## config.mk

```make
export PLATFORM = sky130hd
export DESIGN_NAME = mem_loader_flat
export DESIGN_NICKNAME = d
export VERILOG_FILES = /design/src/rtl/mem_loader_if.sv /design/src/rtl/mem_loader.sv /design/src/flat_wrapper.sv
export SDC_FILE = /design/constraint.sdc
export NUM_CORES = 1
export LEC_CHECK = 0
export ABC_CLOCK_PERIOD_IN_PS = 2200
export CAP_MARGIN = 20
export CORE_MARGIN = 4
export CORE_UTILIZATION = 23
export CTS_CLUSTER_DIAMETER = 120
export DETAILED_ROUTE_END_ITERATION = 6
export PLACE_DENSITY = 0.53
export SYNTH_ARGS = -nofsm -noshare
export SYNTH_HDL_FRONTEND = slang
export SYNTH_SLANG_ARGS = --single-unit
```

## constraint.sdc

```tcl
create_clock -name clk -period 2.2 [get_ports clk]
set_input_delay 0.22 -clock clk [delete_from_list [all_inputs] [get_ports clk]]
set_output_delay 0.22 -clock clk [all_outputs]
set_load 0.05 [all_outputs]
```

## src/rtl/mem_loader_if.sv

```systemverilog
// mem_loader_if -- RAM write port driven by the serial loader.
//   we    : one-cycle write strobe
//   addr  : 16-bit word address of the write
//   din   : 16-bit write data, held between strobes
// Modports: master (loader side, drives the port), slave (RAM side).
interface mem_loader_if;
  logic        we;
  logic [15:0] addr;
  logic [15:0] din;

  modport master (output we, addr, din);
  modport slave  (input  we, addr, din);
endinterface

```

## src/rtl/mem_loader.sv

```systemverilog
// mem_loader -- receives UART bytes, pairs them big-endian into 16-bit
// words and writes them to consecutive RAM addresses starting at 0.
//
// Parameters:
//   CLKS_PER_BIT : clock cycles per serial bit (4..65535)
//   MAX_WORDS    : words per load session (1..65535)
// Ports:
//   clk       : system clock, rising edge
//   reset     : synchronous active-low reset
//   rx        : asynchronous serial input, idle high, LSB first
//   load_en   : session enable; low clears position, flags and any frame
//   mem       : RAM write port (we / addr / din), master modport
//   busy      : high while a frame is being received or written
//   done      : high once MAX_WORDS words have been written
//   frame_err : sticky framing (stop bit) or parity error
// Build option:
//   LOADER_PARITY_EN : frames carry an even-parity bit after bit 7
module mem_loader #(
  parameter int CLKS_PER_BIT = 10417,
  parameter int MAX_WORDS    = 256
) (
  input  logic          clk,
  input  logic          reset,
  input  logic          rx,
  input  logic          load_en,
  mem_loader_if.master  mem,
  output logic          busy,
  output logic          done,
  output logic          frame_err
);

  localparam logic [15:0] CNT_HALF = 16'(CLKS_PER_BIT / 2 - 1);
  localparam logic [15:0] CNT_BIT  = 16'(CLKS_PER_BIT - 1);
  localparam logic [15:0] ADDR_MAX = 16'(MAX_WORDS - 1);

`ifdef LOADER_PARITY_EN
  typedef enum logic [2:0] {IDLE, START, DATA, PARITY, STOP, WRITE} state_t;
`else
  typedef enum logic [2:0] {IDLE, START, DATA, STOP, WRITE} state_t;
`endif

  state_t      state_reg, state_next;
  logic [1:0]  sync_reg;
  logic        rx_sync;
  logic [15:0] cnt_reg, cnt_next;
  logic [2:0]  bit_reg, bit_next;
  logic [7:0]  shift_reg, shift_next;
  logic [7:0]  hi_reg, hi_next;
  logic        phase_low_reg, phase_low_next;   // 0: expecting high byte
  logic [15:0] addr_reg, addr_next;
  logic [15:0] din_reg, din_next;
  logic        done_reg, done_next;
  logic        err_reg, err_next;
  logic        frame_bad;
`ifdef LOADER_PARITY_EN
  logic        par_bad_reg, par_bad_next;
`endif

  // Two-flop synchronizer; idles high so reset never looks like a start bit.
  always_ff @(posedge clk) begin
    if (!reset) sync_reg <= 2'b11;
    else        sync_reg <= {sync_reg[0], rx};
  end
  assign rx_sync = sync_reg[1];

`ifdef LOADER_PARITY_EN
  // A parity mismatch is reported at the stop bit so the frame is still
  // consumed completely and its trailing bits are not taken as a new start.
  assign frame_bad = !rx_sync || par_bad_reg;
`else
  assign frame_bad = !rx_sync;
`endif

  always_ff @(posedge clk) begin
    if (!reset) begin
      state_reg     <= IDLE;
      cnt_reg       <= '0;
      bit_reg       <= '0;
      shift_reg     <= '0;
      hi_reg        <= '0;
      phase_low_reg <= 1'b0;
      addr_reg      <= '0;
      din_reg       <= '0;
      done_reg      <= 1'b0;
      err_reg       <= 1'b0;
`ifdef LOADER_PARITY_EN
      par_bad_reg   <= 1'b0;
`endif
    end else begin
      state_reg     <= state_next;
      cnt_reg       <= cnt_next;
      bit_reg       <= bit_next;
      shift_reg     <= shift_next;
      hi_reg        <= hi_next;
      phase_low_reg <= phase_low_next;
      addr_reg      <= addr_next;
      din_reg       <= din_next;
      done_reg      <= done_next;
      err_reg       <= err_next;
`ifdef LOADER_PARITY_EN
      par_bad_reg   <= par_bad_next;
`endif
    end
  end

  always_comb begin
    state_next     = state_reg;
    cnt_next       = cnt_reg;
    bit_next       = bit_reg;
    shift_next     = shift_reg;
    hi_next        = hi_reg;
    phase_low_next = phase_low_reg;
    addr_next      = addr_reg;
    din_next       = din_reg;
    done_next      = done_reg;
    err_next       = err_reg;
`ifdef LOADER_PARITY_EN
    par_bad_next   = par_bad_reg;
`endif

    case (state_reg)
      IDLE: begin
        if (!rx_sync && !done_reg) begin
          state_next = START;
          cnt_next   = '0;
        end
      end
      START: begin
        // Half a bit in: a low line confirms a real start bit.
        if (cnt_reg == CNT_HALF) begin
          cnt_next = '0;
          if (rx_sync) begin
            state_next = IDLE;
          end else begin
            state_next = DATA;
            bit_next   = '0;
`ifdef LOADER_PARITY_EN
            par_bad_next = 1'b0;
`endif
          end
        end else begin
          cnt_next = cnt_reg + 16'd1;
        end
      end
      DATA: begin
        if (cnt_reg == CNT_BIT) begin
          cnt_next   = '0;
          shift_next = {rx_sync, shift_reg[7:1]};
          bit_next   = bit_reg + 3'd1;
          if (bit_reg == 3'd7) begin
`ifdef LOADER_PARITY_EN
            state_next = PARITY;
`else
            state_next = STOP;
`endif
          end
        end else begin
          cnt_next = cnt_reg + 16'd1;
        end
      end
`ifdef LOADER_PARITY_EN
      PARITY: begin
        if (cnt_reg == CNT_BIT) begin
          cnt_next     = '0;
          par_bad_next = ^{shift_reg, rx_sync};
          state_next   = STOP;
        end else begin
          cnt_next = cnt_reg + 16'd1;
        end
      end
`endif
      STOP: begin
        if (cnt_reg == CNT_BIT) begin
          cnt_next = '0;
          if (frame_bad) begin
            err_next       = 1'b1;
            phase_low_next = 1'b0;
            state_next     = IDLE;
          end else if (!phase_low_reg) begin
            hi_next        = shift_reg;
            phase_low_next = 1'b1;
            state_next     = IDLE;
          end else begin
            din_next       = {hi_reg, shift_reg};
            phase_low_next = 1'b0;
            state_next     = WRITE;
          end
        end else begin
          cnt_next = cnt_reg + 16'd1;
        end
      end
      WRITE: begin
        state_next = IDLE;
        // The last address is held so addr never wraps.
        if (addr_reg == ADDR_MAX) done_next = 1'b1;
        else                      addr_next = addr_reg + 16'd1;
      end
      default: state_next = IDLE;
    endcase

    // Session abort overrides everything except reset.
    if (!load_en) begin
      state_next     = IDLE;
      addr_next      = '0;
      phase_low_next = 1'b0;
      done_next      = 1'b0;
      err_next       = 1'b0;
    end
  end

  assign mem.we    = (state_reg == WRITE);
  assign mem.addr  = addr_reg;
  assign mem.din   = din_reg;
  assign busy      = (state_reg != IDLE);
  assign done      = done_reg;
  assign frame_err = err_reg;

endmodule

```

## src/flat_wrapper.sv

```systemverilog
// flat-port wrapper written by rule: the top's interface ports become plain ports
module mem_loader_flat 
#(
  parameter int CLKS_PER_BIT = 10417,
  parameter int MAX_WORDS    = 256
)
  (clk, reset, rx, load_en, busy, done, frame_err, mem_we, mem_addr, mem_din);
  mem_loader_if mem_i ();
  input  logic clk;
  input  logic reset;
  input  logic rx;
  input  logic load_en;
  output logic busy;
  output logic done;
  output logic frame_err;
  output wire logic [$bits(mem_i.we)-1:0] mem_we;
  output wire logic [$bits(mem_i.addr)-1:0] mem_addr;
  output wire logic [$bits(mem_i.din)-1:0] mem_din;
  assign mem_we = mem_i.we;
  assign mem_addr = mem_i.addr;
  assign mem_din = mem_i.din;
  mem_loader #(.CLKS_PER_BIT(CLKS_PER_BIT), .MAX_WORDS(MAX_WORDS)) u_core (.clk(clk), .reset(reset), .rx(rx), .load_en(load_en), .mem(mem_i), .busy(busy), .done(done), .frame_err(frame_err));
endmodule
```

**Yosys cells after proc, flatten, opt, wreduce, memory -nomap -nowiden**

Index checks and enable logic that the tools add are counted.
W data, S select, Z words.

- Logic and storage cells: 69
- Input bits: 4
- Output and inout port bits: 36
- Flip-flop bits (word level): 75

- Bitwise gates (word level): 3
- Multiplexer cells: 19
- Equality and inequality tests: 14
- $add $sub $neg: 3
- Reductions and logical operators: 19

Operators with widths:

| cell | count |
|---|---|
| $mux W16 | 3 |
| $pmux W16 S3 | 1 |
| $add A16 B1 Y16 const B | 2 |
| $mux W3 | 10 |
| $eq A16 B13 Y1 const B | 1 |
| $eq A16 B14 Y1 const B | 1 |
| $eq A16 B8 Y1 const B | 1 |
| $pmux W3 S4 | 1 |
| $reduce_and A2 Y1 | 6 |
| $reduce_and A4 Y1 | 3 |
| $ne A2 B1 Y1 const B | 5 |
| $eq A3 B2 Y1 const B | 2 |
| $eq A3 B3 Y1 const B | 2 |
| $pmux W3 S2 | 1 |
| $reduce_bool A3 Y1 | 2 |
| $reduce_and A5 Y1 | 1 |
| $add A3 B1 Y3 const B | 1 |
| $eq A3 B1 Y1 const B | 1 |
| $logic_not A3 Y1 | 1 |
| $not A1 Y1 | 3 |
| $reduce_and A3 Y1 | 1 |
| $logic_not A1 Y1 | 2 |
| $mux W1 | 2 |
| $mux W2 | 1 |
| 4 further kinds | 4 |

**Depth between registers and ports, before layout**

- Word-level depth: 4
- Depth in mapped cells: 9
- Gate-level depth less buffers: 7

**Worst setup path after synthesis**

No wires, ideal clock.

- Path type: reg2reg
- Start: reg u_core.cnt_reg[0]
- End: reg u_core.hi_reg[6]
- Stages on the path, launching flop included: 9
- Slack: -0.103 ns
- Path buffers: 1
- Arrival time: 2.228 ns
- Data required time: 2.126 ns
- Clock period less this slack: 2.303 ns
- Setup time: 0.074 ns
- Path through: dfxtp_1 -> inv_1 -> ha_1 -> or4b_4 -> or4_4 -> nor4_4 -> buf_6 -> nand3_1 -> o21ai_0

- Longest elaborated chain between the ends: 2

RTL lines:

| what | RTL line | text |
|---|---|---|
| start, declared | mem_loader.sv:45 | `logic [15:0] cnt_reg, cnt_next;` |
| start signal, assigned | mem_loader.sv:91 | `cnt_reg <= cnt_next;` |
| $eq A16 B14 Y1 | mem_loader.sv:173 | `if (cnt_reg == CNT_BIT) begin` |
| $reduce_and A4 Y1 (no line) | n/a |  |
| end signal, assigned | mem_loader.sv:94 | `hi_reg <= hi_next;` |
| end, declared | mem_loader.sv:48 | `logic [7:0] hi_reg, hi_next;` |

Every way passes these cells.
A chain may end at the register's enable or synchronous reset.

**Final worst setup path**

- Start: reg u_core.cnt_reg[0]
- End: reg u_core.shift_reg[3]

- Longest elaborated chain between the ends: 2

RTL lines:

| what | RTL line | text |
|---|---|---|
| $eq A16 B14 Y1 | mem_loader.sv:146 | `if (cnt_reg == CNT_BIT) begin` |
| $reduce_and A2 Y1 (no line) | n/a |  |
| end signal, assigned | mem_loader.sv:93 | `shift_reg <= shift_next;` |
| end, declared | mem_loader.sv:47 | `logic [7:0] shift_reg, shift_next;` |

Every way passes these cells.

==> results.tsv <==
metric	value	unit
netlist_instances	399	
violations	negative setup slack	
crit_fanout	11	
final_core_util	0.3120	
holdBufCountCts	0	
vias_per_cell	4.634	
mappedNetlistNets	408	
final_area	4517	µm²
yosysTopAreaCell	dfxtp_1	
htree_levels	3	
wl_per_cell	12.54	µm
max_slew_margin	0.6019	
min_period	2.282	ns
wirelength	8150	µm
synth.distinct_cells	49	
synthTopCellsByArea	dfxtp_1, nand3_1, nand2_1, o21ai_1, mux2i_1	
synth_edf_count	0	
end_kind	flop	
synth_seq_cells	75	
boundaryPins	40	
maxCapViolations	0	
portBuffers	39	
crit_chain	inv_2 -> ha_1 -> or4b_4 -> or4_4 -> nor4_4 -> buf_12 -> mux2i_1 -> nor2b_1	
globalRouteMet2Util	0.1558	
numCtsBuffers	9	
fin_crit_sh	1.037	
fp.dieW	129.4	µm
yosysSeqAreaShare	0.4428	
syn_to_final_growth	33.21	%
gp_congestion	0.8172	
tns	-1.068	ns
rsz0062_at_grt	yes	
async_reset_ff_frac	0	
status	complete, but fails checks	
irDropWorstVdd	0.3368	mV
met1_usage	0.1299	
grt_pass1_wl	13360	µm
place_hpwl	5827	µm
core_area	14480	µm²
drtIter0Drc	221	
slowest_stage	or4_4	
crit_type	reg -> reg	
drt_drc_violations_left	0	
cp_top_family	simple AND/OR/NAND/NOR gates	
cpPeakStageDelay	0.57	ns
skew	0.007827	ns
fin_cells	650	
rows	44	
grt.busiest_layer	met2	
cts_root_buf	clkbuf_16	
ant_nets	0	
antenna_found_initial	0	
firstDrtPassIters	4	
die_area	16750	µm²
vias	3012	
cp.arrival	2.52	ns
die_h	129.4	µm
syn_area	3391	µm²
worst_pin_slew	0.5821	ns
finalSetupViolCount	21	
met3_usage	0.02556	
hold_viol	0	
drv_slew	0	
avgSynthCellArea	8.498	µm²
required	2.44	ns
clkLatencyLatePin	0.34	ns
timing.fmax	0.4381	GHz
start_util	0.2342	
dp.cells	633	
grt_pass1_vias	2810	
clkSinkCount	75	
leakage	1.520	nW
yosysTopAreaCellShare	0.4428	
fin_nets	470	
dpl_cell_area	4197	µm²
clockBufferDepth	2	
ys.warnings.count	0	
synth_ff_type	dfxtp_1	
start_kind	flop	
fillers	1497	
clk_pin_slew_worst_paths	0.06	ns
grt_max_degree	64	
setup_ws	-0.08239	ns
powerDensity	655.0	nW/µm²
grt_usage	0.09951	
cts_tree	yes	
grt_overflow	0	
hold_path.class	in -> reg	
crit_buf_inv	2	
diodes	0	
layout-drive-gt1-share	0.1438	
cell usage after synthesis (8+ instances only):
cell	instances
mux2i_1	14
nor2b_1	11
nor2_1	29
o21ai_1	31
nand4_1	13
nand2_1	48
xor2_1	8
clkbuf_1	16
inv_1	11
dfxtp_1	75
nand3_1	46
worst register-to-register path: stages (launching register included):
cell	delay [ns]
dfxtp_2	0.32
inv_2	0.05
ha_1	0.13
or4b_4	0.46
or4_4	0.57
nor4_4	0.21
buf_12	0.18
mux2i_1	0.19
nor2b_1	0.07
power breakdown:
| part | internal, mW | switching (mW) | leakage, nW |
|---|---|---|---|
| registers | 1.36 | 0.00178 | 0.605 |
| logic | 0.0232 | 0.0470 | 0.761 |
| clock network | 0.919 | 0.607 | 0.153 |
cell type report:
type                    instances  area [µm²]  area share
clock buffers                  10       239.0     0.05291
clock inverters                 6       70.07     0.01551
inverters                      11       41.29    0.009141
multi-input cells             290        1752      0.3878
flip-flops and latches         75        1504      0.3330
well taps                     184       230.2     0.05097
repair buffers                 74       680.7      0.1507
layout by cell type (no fill, tap or decap), types with 3 or more instances in the layout:
cell type	count
inv_1	10
nand2_1	47
xor2_1	8
nor3_1	4
o22ai_1	3
and3_1	3
or3_1	3
ha_1	5
xnor2_1	7
nand3_1	46
nand3b_1	4
and2_1	7
o21ai_1	32
nor2b_1	11
buf_12	3
nor2_1	29
a21oi_1	7
dfxtp_1	73
a31oi_1	5
clkbuf_16	9
nor4_1	5
a211oi_1	3
buf_4	34
clkdlybuf4s50_1	36
o311ai_1	4
nand4_1	13
nand2b_1	4
mux2i_1	14
stage by stage:
step	worst slack (ns)	power [mW]	hold WS, ns
floorplan	-0.03109	1.439	0.3215
detailed placement	-0.1017	1.462	0.3987
global route	-0.1999	3.076	0.1880
CTS	-0.1092	3.005	0.1697
finish	-0.08239	2.958	0.1873
global placement	-0.05151	1.462	0.3965
final timing paths:
path                       from             endpoint  slack [ns]  cells past startpoint
max           u_core.cnt_reg[0]  u_core.shift_reg[3]       -0.08                      8
min reg2reg  u_core.sync_reg[0]   u_core.sync_reg[1]        0.41                      1
max reg2reg   u_core.cnt_reg[0]  u_core.shift_reg[3]       -0.08                      8
min                       reset   u_core.cnt_reg[15]        0.19                      2
layer usage:
metal,part of all wire,vias to the layer above
met3,0.041,9
li1,-,1538
met1,0.48,1415
met5,0,-
met4,0.017,0
met2,0.46,50
repair_timing:
item / in CTS / in global routing
pin swaps: 2 / 2
resized for setup: 0 / 3
endpoints found under the setup margin: 12 / 53
setup buffers: 1 / 0
cells by family after synthesis:
| kind of cell | synth area share |
|---|---|
| mux | 0.04133 |
| flops | 0.4428 |
| xor+xnor | 0.03875 |
| compound gates | 0.1151 |
| fa+ha+maj | 0.01845 |
| simple gates | 0.3022 |
| buf+inv | 0.04133 |
No activity file was read; power rests on OpenSTA's default activity.
